==> src/rtl/adc_sample_sequencer.sv <==
// Sequences SAR ADC conversions (periodic or single shot), resynchronises the
// done flag, and buffers 16-bit results in a show-ahead FIFO read via valid/ready.
module adc_sample_sequencer #(
  parameter int FIFO_DEPTH     = 8,
  parameter int TIMEOUT_CYCLES = 4095
) (
  input  logic                        clk,
  input  logic                        rst_n,
  input  logic                        enable_in,
  input  logic                        single_shot_in,
  input  logic [15:0]                 interval_in,
  output logic                        start_conversion_out,
  input  logic                        conversion_finished_in,
  input  logic [15:0]                 result_in,
  output logic                        rd_valid_out,
  input  logic                        rd_ready_in,
  output logic [15:0]                 rd_data_out,
  output logic [$clog2(FIFO_DEPTH):0] fill_level_out,
  output logic                        overflow_out,
  output logic                        timeout_out,
  input  logic                        clear_flags_in
);

  localparam int AW = $clog2(FIFO_DEPTH);
  localparam int PW = AW + 1;
  localparam int TW = $clog2(TIMEOUT_CYCLES + 1);

  typedef enum logic [2:0] {IDLE, START, WAIT_DONE, WAIT_LOW, INTERVAL} state_t;

  state_t        state, state_nxt;
  logic          oneshot, oneshot_nxt;
  logic          start_cnt;
  logic [TW-1:0] tmo_cnt;
  logic [15:0]   ivl_cnt, ivl_nxt;
  logic          wr_en, tmo_set;

  // done flag resync; fin_d holds the previous fin_s for edge detection
  logic fin_m, fin_s, fin_d, fin_rise;

  always_ff @(posedge clk or negedge rst_n) begin
    if (!rst_n) begin
      fin_m <= 1'b0;
      fin_s <= 1'b0;
      fin_d <= 1'b0;
    end else begin
      fin_m <= conversion_finished_in;
      fin_s <= fin_m;
      fin_d <= fin_s;
    end
  end

  assign fin_rise = fin_s & ~fin_d;

  // tmo_cnt holds (cycles already spent in WAIT_DONE); abandon on the last allowed one
  always_comb begin
    state_nxt   = state;
    oneshot_nxt = oneshot;
    ivl_nxt     = ivl_cnt;
    wr_en       = 1'b0;
    tmo_set     = 1'b0;
    case (state)
      IDLE: begin
        if (single_shot_in) begin
          state_nxt   = START;
          oneshot_nxt = 1'b1;
        end else if (enable_in) begin
          state_nxt = START;
        end
      end
      START: begin
        if (start_cnt) state_nxt = WAIT_DONE;
      end
      WAIT_DONE: begin
        if (fin_rise) begin
          wr_en     = 1'b1;
          state_nxt = WAIT_LOW;
        end else if (tmo_cnt == TW'(TIMEOUT_CYCLES - 1)) begin
          tmo_set   = 1'b1;
          state_nxt = WAIT_LOW;
        end
      end
      WAIT_LOW: begin
        if (!fin_s) begin
          if (oneshot || !enable_in) begin
            oneshot_nxt = 1'b0;
            state_nxt   = IDLE;
          end else if (interval_in == 16'd0) begin
            state_nxt = START;
          end else begin
            ivl_nxt   = interval_in;
            state_nxt = INTERVAL;
          end
        end
      end
      INTERVAL: begin
        if (!enable_in)            state_nxt = IDLE;
        else if (ivl_cnt == 16'd1) state_nxt = START;
        else                       ivl_nxt   = ivl_cnt - 16'd1;
      end
      default: state_nxt = IDLE;
    endcase
  end

  always_ff @(posedge clk or negedge rst_n) begin
    if (!rst_n) begin
      state                <= IDLE;
      oneshot              <= 1'b0;
      start_cnt            <= 1'b0;
      tmo_cnt              <= '0;
      ivl_cnt              <= '0;
      start_conversion_out <= 1'b0;
    end else begin
      state                <= state_nxt;
      oneshot              <= oneshot_nxt;
      ivl_cnt              <= ivl_nxt;
      start_cnt            <= (state == START) && !start_cnt;
      tmo_cnt              <= (state == WAIT_DONE) ? tmo_cnt + TW'(1) : '0;
      start_conversion_out <= (state_nxt == START);
    end
  end

  // result FIFO: pointers carry one wrap bit above the address
  logic [15:0]   mem [FIFO_DEPTH];
  logic [AW:0]   wr_ptr, rd_ptr, wr_ptr_nxt, rd_ptr_nxt;
  logic          full, empty, rd_en, wr_ok, ovf_set;

  assign full       = (wr_ptr[AW-1:0] == rd_ptr[AW-1:0]) && (wr_ptr[AW] != rd_ptr[AW]);
  assign empty      = (wr_ptr == rd_ptr);
  assign rd_en      = !empty && rd_ready_in;
  assign wr_ok      = wr_en && (!full || rd_en);
  assign ovf_set    = wr_en && full && !rd_en;
  assign wr_ptr_nxt = wr_ptr + PW'(wr_ok);
  assign rd_ptr_nxt = rd_ptr + PW'(rd_en);

  always_ff @(posedge clk) begin
    if (wr_ok) mem[wr_ptr[AW-1:0]] <= result_in;
  end

  always_ff @(posedge clk or negedge rst_n) begin
    if (!rst_n) begin
      wr_ptr         <= '0;
      rd_ptr         <= '0;
      fill_level_out <= '0;
      rd_valid_out   <= 1'b0;
      overflow_out   <= 1'b0;
      timeout_out    <= 1'b0;
    end else begin
      wr_ptr         <= wr_ptr_nxt;
      rd_ptr         <= rd_ptr_nxt;
      fill_level_out <= wr_ptr_nxt - rd_ptr_nxt;
      rd_valid_out   <= (wr_ptr_nxt != rd_ptr_nxt);
      // a set event in the same cycle beats the clear
      if (ovf_set)             overflow_out <= 1'b1;
      else if (clear_flags_in) overflow_out <= 1'b0;
      if (tmo_set)             timeout_out  <= 1'b1;
      else if (clear_flags_in) timeout_out  <= 1'b0;
    end
  end

  assign rd_data_out = rd_valid_out ? mem[rd_ptr[AW-1:0]] : 16'd0;

endmodule
==> config.mk <==
export PLATFORM = sky130hd
export DESIGN_NAME = adc_sample_sequencer
export DESIGN_NICKNAME = d
export VERILOG_FILES = /design/src/rtl/adc_sample_sequencer.sv
export SDC_FILE = /design/constraint.sdc
export NUM_CORES = 1
export LEC_CHECK = 0
export BUFFER_PORTS_ARGS = -buffer_cell sky130_fd_sc_hd__buf_2
export CAP_MARGIN = 20
export CORE_ASPECT_RATIO = 1.2
export CORE_MARGIN = 4
export CORE_UTILIZATION = 64
export CTS_CLUSTER_SIZE = 10
export DETAILED_ROUTE_END_ITERATION = 16
export PLACE_DENSITY = 0.84
export SLEW_MARGIN = 40
export SYNTH_ARGS = -nofsm -noshare
export SYNTH_HDL_FRONTEND = slang
export SYNTH_SLANG_ARGS = --single-unit
export TNS_END_PERCENT = 1
==> constraint.sdc <==
create_clock -name clk -period 6 [get_ports clk]
set_input_delay 0.3 -clock clk [delete_from_list [all_inputs] [get_ports clk]]
set_output_delay 0.3 -clock clk [all_outputs]
set_load 0.01 [all_outputs]
==> qor.csv <==
stage,metric,value,unit
setup_path,CP arrival,3220,ps
sta,Max Clock Skew,9.32,ps
sta,Worst-Margin Slew,821,ps
routing,Post-DRT Antenna Nets,0,
synth,"area leader, netlist",edfxtp_1,
place,pre-CTS WS,3080,ps
place,routability cong.,0.825,
sta,final setup fails,0,
global_route,GRT overflow,0,
synth,post-synthesis compound-gate area fraction,0.0560,
routing,Initial DRC Count,254,
synth,Yosys top cell area share,0.502,
sta,"Min Clock Period, post-route",2880,ps
pwr,pwr/cell area,441,mW/mm²
routing,average wire per cell in the routed design,20.3,µm
die,CORE AREA,0.0116,mm²
clocking,Num Clock Sinks,180,
global_route,first-pass GRT wire length,24300,µm
global_route,initial antenna violation count,0,
sta,Final WS setup,3120,ps
clocking,H-tree Lvls,4,
sta,Slew HR,0.452,
sta,Final period util,0.480,
setup_path,Crit. Startpoint,rd_ptr[2],
status,run status,completed,
clocking,TritonCTS clock tree,done,
synth,Netlist Area Pre-Place,0.00766,mm²
setup_path,crit path capture type,flip-flop,
sta,final hold violations,0,
die,Die Y,128,µm
clocking,CTS resizes,0,
setup_path,Critical Path Source Type,flip-flop,
sta,TNS Setup,0,ps
clocking,clk buf depth,2,
die,io pins,63,
job,Max-Cap Viols,0,
finish,area added between synthesis and finish,14.7,%
routing,top sig layer,met4,
setup_path,worst path cell trace,"xor2_1, nor3_1, a21boi_0, ha_1, ha_1, inv_1, ha_1, a21o_1, a21oi_1, xnor2_1",
min_path,Tightest Hold Check Type,primary input to flip-flop,
synth,"count leader, synth",edfxtp_1,
routing,vias after detailed routing,4468,
finish,layout cell share with drive strength beyond 1,0.265,
clocking,CTS buffer count,17,
global_route,largest net degree at the start of global routing,53,
synth,Seq cells post-synth,180,
finish,Post-Layout Cell Count,730,
setup_path,CP endpoint,fill_level_out[3],
routing,met3 routed WL,816,µm
synth,Post-Synth Adder-Cell Area,0.0206,
setup_path,CP peak stage delay,780,ps
die,DIE AREA,0.0138,mm²
routing,met1 WL,5750,µm
synth,Area contributors post-synth,"edfxtp_1, dfrtp_1, mux4_2, mux2i_1, ha_1",
setup_path,Worst path most repeated cell,ha_1,
global_route,GRT Overall Usage,0.237,
clocking,setup bufs post-CTS,0,
synth,Syn Nets,541,
clocking,Clock Latency Late Sink,420,ps
synth,Synth Area in Simple Gates,0.0934,
setup_path,WP buf/inv,1,
place,placed cells,696,
synth,Commonest cells post-synth,"edfxtp_1, dfrtp_1, nor2_1, mux4_2, nor2b_1",
finish,fillers,687,
setup_path,reg2reg start,rd_ptr[2],
setup_path,R2R setup slack,3120,ps
setup_path,Levels on crit path,10,
synth,ys flop type,edfxtp_1,
setup_path,slowest CP cell,dfrtp_2,
setup_path,kind of critical path,flip-flop to flip-flop,
synth,"EDFF count, synth",128,
setup_path,Worst EP required,6340,ps
setup_path,cells on worst reg2reg path,10,
die,die width,108,µm
synth,count of cell types in the netlist,58,
die,Initial Util,0.659,
synth,sequential fraction of the synthesis area,0.671,
place,# port buffers,62,
setup_path,"CP delay by family, top",adder cells,
sta,Achievable Freq,347,MHz
routing,DRC errors left,0,
finish,# diodes,0,
routing,vias per inst,6.12,
setup_path,R2R Path End,fill_level_out[3],
setup_path,"Max FO, Critical Path",19,
routing,drt total wl,14800,µm
pwr,cell leakage power,3.25,nW
sta,final hold slack,105,ps
routing,metal2 WL,8090,µm
sta,max-slew violations,0,
synth,XOR/XNOR share of the synthesized area,0.0217,
finish,Post-layout nets,611,
routing,Detailed Routing Iterations Pass 1,5,
synth,Async SR Flop Fraction,0.289,
place,Placed Area,0.00817,mm²
synth,largest family of logic cells by synthesized area,multiplexers,
synth,Synth Instances,490,
clocking,clock root cell,clkbuf_16,
clocking,"Reg clk slew, reported paths",60,ps
sta,RSZ-0062 raised after global routing,no,
synth,warnings from Yosys,0,
finish,post-route cell area,0.00879,mm²
place,dpl hpwl,9430,µm
global_route,vias in the first global route,4629,
synth,mux contribution to synthesized area,0.118,
synth,Post-Syn Area per Cell,15.6,µm²
pwr,worst vdd ir,0.220,mV
clocking,Post-CTS Hold Buffers,2,
die,std cell rows,43,
-- layout by cell type (no fill, tap or decap), types with 12 or more instances in the layout --
cell | Yosys | final
edfxtp_1 | 128 | 128
buf_2 | 6 | 62
dfrtp_1 | 52 | 50
nor2_1 | 36 | 36
mux4_2 | 32 | 32
nor2b_1 | 21 | 20
a21oi_1 | 19 | 19
mux2i_1 | 17 | 17
clkbuf_16 | 0 | 17
xor2_1 | 12 | 12
-- report_power, final --
part	total, mW	switching (mW)	internal, mW
Clock	1.12	0.452	0.665
Sequential	1.66	0.186	1.47
Combinational	1.11	0.558	0.551
-- through the flow --
step / utilization / total power [mW]
global route: 0.757 / 4.10
detailed placement: 0.703 / 2.78
finish: 0.757 / 3.88
global placement: 0.703 / 2.74
CTS: 0.756 / 3.91
floorplan: - / 2.46
-- routing by layer --
metal	global-route usage	up-vias
met4	0.0632	0
met2	0.409	157
met1	0.292	2263
met3	0.0736	19
li1	-	2029
met5	0	-
-- cell families after synthesis --
logic type      after synthesis
flops                       180
simple gates                126
compound gates               68
mux                          50
buf+inv                      35
xor+xnor                     19
fa+ha+maj                    12
-- cell type report --
class | instances | area, µm² | share of cell area
flip-flops and latches | 180 | 5150 | 0.585
well taps | 157 | 196 | 0.0223
clock inverters | 13 | 159 | 0.0181
clock buffers | 19 | 443 | 0.0504
repair buffers | 74 | 405 | 0.0461
inverters | 12 | 45.0 | 0.00512
multi-input cells | 275 | 2400 | 0.273
-- flip-flops by register name (all words and copies together), names as in the netlist --
register,count
tmo_cnt,12
rd_valid_out,1
mem,128
start_conversion_out,1
overflow_out,1
oneshot,1
fin_s,1
rd_ptr,4
wr_ptr,4
state,3
timeout_out,1
ivl_cnt,16
start_cnt,1
fin_m,1
fill_level_out,4
fin_d,1
-- worst min path at each step --
stage / cells after the start / from / to
finish: 2 / clear_flags_in / overflow_out
CTS: 2 / clear_flags_in / overflow_out
detailed placement: 0 / fin_m / fin_s
global placement: 0 / fin_m / fin_s
global route: 2 / clear_flags_in / overflow_out
floorplan: 0 / rst_n / fill_level_out[0]
(Power assumes the default switching activity.)
